`src/rtl/vga_pkg.sv`:
```
// Definitions shared by the frame-level controllers and the VGA timing generators:
// scheduler state and direction encodings plus the frame geometry constants.
package vga_pkg;

   localparam int V_ACTIVE_LINES = 480;
   localparam int FRAME_RATE_HZ  = 60;

   typedef enum logic [1:0] {
      ST_RUN     = 2'd0,
      ST_PENDING = 2'd1,
      ST_BLANK   = 2'd2
   } sched_state_t;

   typedef enum logic {
      DIR_NEXT = 1'b0,
      DIR_PREV = 1'b1
   } dir_t;

endpackage

```
`src/rtl/btn_edge_sync.sv`:
```
// Brings an externally debounced button level into the pixel clock domain and
// emits a one-cycle registered pulse on each rising edge.
module btn_edge_sync (
   input  logic clock25MHz,
   input  logic reset,
   input  logic btn,
   output logic req
);

   logic meta;
   logic sync;
   logic sync_q;

   always_ff @(posedge clock25MHz or posedge reset) begin
      if (reset) begin
         meta   <= 1'b0;
         sync   <= 1'b0;
         sync_q <= 1'b0;
         req    <= 1'b0;
      end else begin
         meta   <= btn;
         sync   <= meta;
         sync_q <= sync;
         req    <= sync & ~sync_q;
      end
   end

endmodule

```
`src/rtl/pattern_scheduler.sv`:
```
// Picks the test pattern shown by the pixel datapath; changes are applied only at
// vblank start and may be followed by a fixed number of forced-black frames.
//
// state   | meaning
// --------+-----------------------------------------------------------
// RUN     | idle, showing pattern_sel; accepts button/auto requests
// PENDING | request latched, waiting for vblank start to switch
// BLANK   | just switched; forcing black until BLANK_FRAMES frames pass
module pattern_scheduler
   import vga_pkg::*;
#(
   parameter int NUM_PATTERNS = 8,
   parameter int PAT_W        = 3,
   parameter int AUTO_FRAMES  = 2 * FRAME_RATE_HZ,
   parameter int BLANK_FRAMES = 2,
   parameter int CNT_W        = 8
) (
   input  logic             clock25MHz,
   input  logic             reset,
   input  logic             isVerticalActive,
   input  logic             btn_next,
   input  logic             btn_prev,
   input  logic             auto_en,
   output logic [PAT_W-1:0] pattern_sel,
   output logic             force_blank,
   output logic             switch_pulse,
   output logic             busy
);

   localparam logic [PAT_W-1:0] PAT_LAST   = PAT_W'(NUM_PATTERNS - 1);
   localparam logic [CNT_W-1:0] AUTO_LAST  = CNT_W'(AUTO_FRAMES - 1);
   localparam logic [CNT_W-1:0] BLANK_LAST = CNT_W'(BLANK_FRAMES - 1);

   sched_state_t     state, state_n;
   dir_t             dir, dir_n;
   logic [PAT_W-1:0] pat_n;
   logic [CNT_W-1:0] auto_cnt, auto_cnt_n;
   logic [CNT_W-1:0] blank_cnt, blank_cnt_n;
   logic             force_blank_n, switch_pulse_n, busy_n;
   logic             va_q, vblank_start, auto_tc;
   logic             next_req, prev_req;

   btn_edge_sync u_sync_next (
      .clock25MHz (clock25MHz),
      .reset      (reset),
      .btn        (btn_next),
      .req        (next_req)
   );

   btn_edge_sync u_sync_prev (
      .clock25MHz (clock25MHz),
      .reset      (reset),
      .btn        (btn_prev),
      .req        (prev_req)
   );

   assign vblank_start = va_q & ~isVerticalActive;

   always_comb begin
      state_n        = state;
      dir_n          = dir;
      pat_n          = pattern_sel;
      auto_cnt_n     = auto_cnt;
      blank_cnt_n    = blank_cnt;
      switch_pulse_n = 1'b0;
      auto_tc        = 1'b0;

      if (!auto_en) auto_cnt_n = '0;

      unique case (state)
         ST_RUN: begin
            if (auto_en && vblank_start) begin
               if (auto_cnt == AUTO_LAST) begin
                  auto_cnt_n = '0;
                  auto_tc    = 1'b1;
               end else begin
                  auto_cnt_n = auto_cnt + CNT_W'(1);
               end
            end
            // manual requests take priority over the auto terminal count
            if (next_req) begin
               dir_n   = DIR_NEXT;
               state_n = ST_PENDING;
            end else if (prev_req) begin
               dir_n   = DIR_PREV;
               state_n = ST_PENDING;
            end else if (auto_tc) begin
               dir_n   = DIR_NEXT;
               state_n = ST_PENDING;
            end
         end
         ST_PENDING: begin
            if (vblank_start) begin
               if (dir == DIR_NEXT)
                  pat_n = (pattern_sel == PAT_LAST) ? '0 : pattern_sel + PAT_W'(1);
               else
                  pat_n = (pattern_sel == '0) ? PAT_LAST : pattern_sel - PAT_W'(1);
               switch_pulse_n = 1'b1;
               auto_cnt_n     = '0;
               blank_cnt_n    = '0;
               state_n        = (BLANK_FRAMES > 0) ? ST_BLANK : ST_RUN;
            end
         end
         ST_BLANK: begin
            if (vblank_start) begin
               if (blank_cnt == BLANK_LAST) state_n = ST_RUN;
               else                         blank_cnt_n = blank_cnt + CNT_W'(1);
            end
         end
         default: state_n = ST_RUN;
      endcase

      busy_n        = (state_n != ST_RUN);
      force_blank_n = (state_n == ST_BLANK);
   end

   always_ff @(posedge clock25MHz or posedge reset) begin
      if (reset) begin
         state        <= ST_RUN;
         dir          <= DIR_NEXT;
         pattern_sel  <= '0;
         auto_cnt     <= '0;
         blank_cnt    <= '0;
         force_blank  <= 1'b0;
         switch_pulse <= 1'b0;
         busy         <= 1'b0;
         va_q         <= 1'b0;
      end else begin
         state        <= state_n;
         dir          <= dir_n;
         pattern_sel  <= pat_n;
         auto_cnt     <= auto_cnt_n;
         blank_cnt    <= blank_cnt_n;
         force_blank  <= force_blank_n;
         switch_pulse <= switch_pulse_n;
         busy         <= busy_n;
         va_q         <= isVerticalActive;
      end
   end

endmodule

```
`config.mk`:
```
export PLATFORM = sky130hd
export DESIGN_NAME = pattern_scheduler
export DESIGN_NICKNAME = d
export VERILOG_FILES = /design/src/rtl/vga_pkg.sv /design/src/rtl/btn_edge_sync.sv /design/src/rtl/pattern_scheduler.sv
export SDC_FILE = /design/constraint.sdc
export NUM_CORES = 1
export LEC_CHECK = 0
export CORE_MARGIN = 4
export CORE_UTILIZATION = 60
export DETAILED_ROUTE_END_ITERATION = 6
export GPL_ROUTABILITY_DRIVEN = 0
export PLACE_DENSITY = 0.89
export SLEW_MARGIN = 15
export SYNTH_ARGS = -nofsm -noshare
export SYNTH_HDL_FRONTEND = slang
export SYNTH_HIERARCHICAL = 1
export SYNTH_SLANG_ARGS = --single-unit
```
`constraint.sdc`:
```
create_clock -name clock25MHz -period 2.65 [get_ports clock25MHz]
set_input_delay 0.53 -clock clock25MHz [delete_from_list [all_inputs] [get_ports clock25MHz]]
set_output_delay 0.53 -clock clock25MHz [all_outputs]
set_load 0.1 [all_outputs]
```
==> run metrics <==
status completed; router iterations before antenna repair 4; # H-tree levels 2; Hold Path Class flip-flop to flip-flop; most frequent cells in the layout 34 x dfrtp_1, 12 x inv_1, 8 x nor2_1, 8 x buf_4; clock-pin slew on the worst setup and hold paths 0.10 ns; PwrDens slightly above 900 nW/um2; FF+latch count, synth 34; Synth area leader dfrtp_1; Critical Path RT just under 3 ns; placed insts around 180; clock share of power 18.3%; sum of negative setup slack 0 ns; Synth top area share a little over half; initial antenna violation count 0; footprint of the multi-input gates roughly 700 um2; Synth Warn # 6; Synth area leaders dfrtp_1 52%, ha_1 5.4%, inv_1 2.8%; Port Buffers 11; syn_nets 156; Worst-Margin Slew 0.673 ns; Max Cap Viol 0; Worst Path Buf+Inv 1; # fillers 180; post-route insts no fill 190; Fin. Hold Viols 0; Clock Tree Buf Depth 2; register area between 800 and 900 um2; final setup vio count 0; CP arrival approximately 2.3 ns; cell chain of the critical path inv_1 -> ha_1 -> or4b_4 -> o21ai_0 -> o211ai_1 -> o31ai_1; # DRC 0; internal power component 0.000911 W; via count around 1.2k; Flop pwr share around 43%; CTS root buf clkbuf_4; cell family with most CP delay compound AO/OA/AOI/OAI gates; Routed WL roughly 3.0 mm; drt first-iter violations 56; CTS sink count 34; CTS resizes 0; Die X 60.1 um; number of global-route vias before repair 1110; Total GRT Usage about a fifth; Max Clock Skew roughly 0.007 ns; wire per inst about 16 um; Final nets around 170; CP max FO 6; worst-skew pair later-pin latency about 0.34 ns; Achievable Freq 485 MHz; Tcrit/Tclk final between 70% and 80%; Switching Fraction 44.9%; largest vdd supply drop approximately 1000 uV; sequential area share after synthesis between 50% and 60%; min cycle time layout 2.06 ns; area grow syn2layout 11.0%; DIE HEIGHT roughly 60 um; antenna-violating nets left 0; post-CTS setup buffers 0; Synth async-reset ratio 100%; starting density of the core roughly 64%; EDFF count, synth 0; Row Count 18; CP Launch Type flip-flop; drt via density 6.08; Switching Power roughly 0.00074 W; largest net degree at the start of global routing 27; CP max stage cell o21ai_0; share of layout cells above drive strength 1 between 10% and 20%; Rel. slew slack 55.1%; syn_area_per_cell roughly 11 um2; I/O pin count 12; Syn Inst Count 143; global-route wire length before repair 5.18 mm; Cell variety after synth between 40 and 50; power share of the combinational group 39.2%; crit path capture type flip-flop; number of max-slew violations in the final report 0; CTS tree done; total die area approximately 3600 um2; leakage power about 0.86 nW; Num CTS Buffers 5; total grt overflow 0; DP HPWL between 2 and 2.5 mm; CP peak stage delay roughly 0.55 ns; Synth Flop Type dfrtp_1; Core ar. 2540 um2; post-synthesis instance area approximately 1600 um2; Crit Path Category flip-flop to flip-flop; RSZ-0062 raised after global routing false; Hold Buf Count CTS 0; commonest non-fill, non-tap cell in the layout dfrtp_1; ANT cells 0
-- final cells by class --
class | instances | area share [%]
flip-flops and latches | 34 | 47.0
repair buffers | 13 | 6.08
multi-input cells | 93 | 38.9
clock inverters | 2 | 0.691
inverters | 12 | 2.49
well taps | 30 | 2.07
clock buffers | 6 | 2.83
-- cells by family after synthesis --
group | after synthesis | share of synthesized area [%]
flip-flops | 34 | 52.1
AND/OR/NAND/NOR | 48 | 18.9
buffers and inverters | 16 | 4.68
adder cells (fa/ha/maj) | 7 | 5.37
multiplexers | 1 | 0.690
AO/OA/AOI/OAI | 32 | 15.6
XOR/XNOR | 5 | 2.68
-- state kept, by name (all words and copies together), names as in the netlist, 2 cells and up --
signal / flops
state: 2
auto_cnt: 8
blank_cnt: 8
pattern_sel: 3
-- worst paths after layout --
kind / startpoint / endpoint / slack (ns) / cells after the start
max: blank_cnt[1]$_DFFE_PP0P_ / blank_cnt[2]$_DFFE_PP0P_ / 0.59 / 6
min: u_sync_next/meta$_DFF_PP0_ / u_sync_next/sync$_DFF_PP0_ / 0.37 / 0
max reg2reg: blank_cnt[1]$_DFFE_PP0P_ / blank_cnt[2]$_DFFE_PP0P_ / 0.59 / 6
min reg2reg: u_sync_next/meta$_DFF_PP0_ / u_sync_next/sync$_DFF_PP0_ / 0.37 / 0
max in group asynchronous: reset / auto_cnt[6]$_DFF_PP0_ / 1.80 / 3
min in group asynchronous: reset / u_sync_next/sync_q$_DFF_PP0_ / 0.44 / 2
-- routing by layer --
| layer | global-route usage [%] | part of all wire [%] |
|---|---|---|
| met2 | 30.6 | 48 |
| met4 | 9.18 | 2.0 |
| met1 | 25.4 | 44 |
| met5 | 0 | 0 |
| met3 | 5.62 | 5.7 |
-- cells in the mapped netlist, types with 2 or more instances --
cell and number:
dfrtp_1 34, inv_1 12, nor2_1 8, ha_1 7, o21ai_0 7, nand3_1 6, a31oi_1 5, nand4_1 5
xor2_1 5, and3_1 4, nand2_1 4, nand2b_1 4, a21oi_1 3, nor2b_1 3, a22o_1 2, a41oi_1 2
and4bb_1 2, buf_6 2, nand3b_1 2, nor2b_4 2, nor3_1 2
-- power by group through the flow --
stage	Combinational (W)	Sequential [W]	Clock, W
after global placement	0.000625	0.000702	0
after global routing	0.000696	0.000712	0.000338
after detailed placement	0.000648	0.000710	0
after floorplan	0.000266	0.000955	0
after CTS	0.000651	0.000700	0.000311
final	0.000647	0.000702	0.000303
-- stage by stage --
| step | total power [W] | hold slack [ns] | utilization [%] | setup WS (ns) | cell area [um2] |
|---|---|---|---|---|---|
| after floorplan | 0.00122 | 0.296 | - | 0.733 | 1630 |
| after global placement | 0.00133 | 0.339 | 68.7 | 0.443 | 1750 |
| after detailed placement | 0.00136 | 0.336 | 68.7 | 0.359 | 1750 |
| after CTS | 0.00166 | 0.370 | 71.2 | 0.562 | 1810 |
| after global routing | 0.00175 | 0.377 | 71.2 | 0.371 | 1810 |
| final | 0.00165 | 0.366 | 71.2 | 0.588 | 1810 |
(Power assumes the default switching activity.)
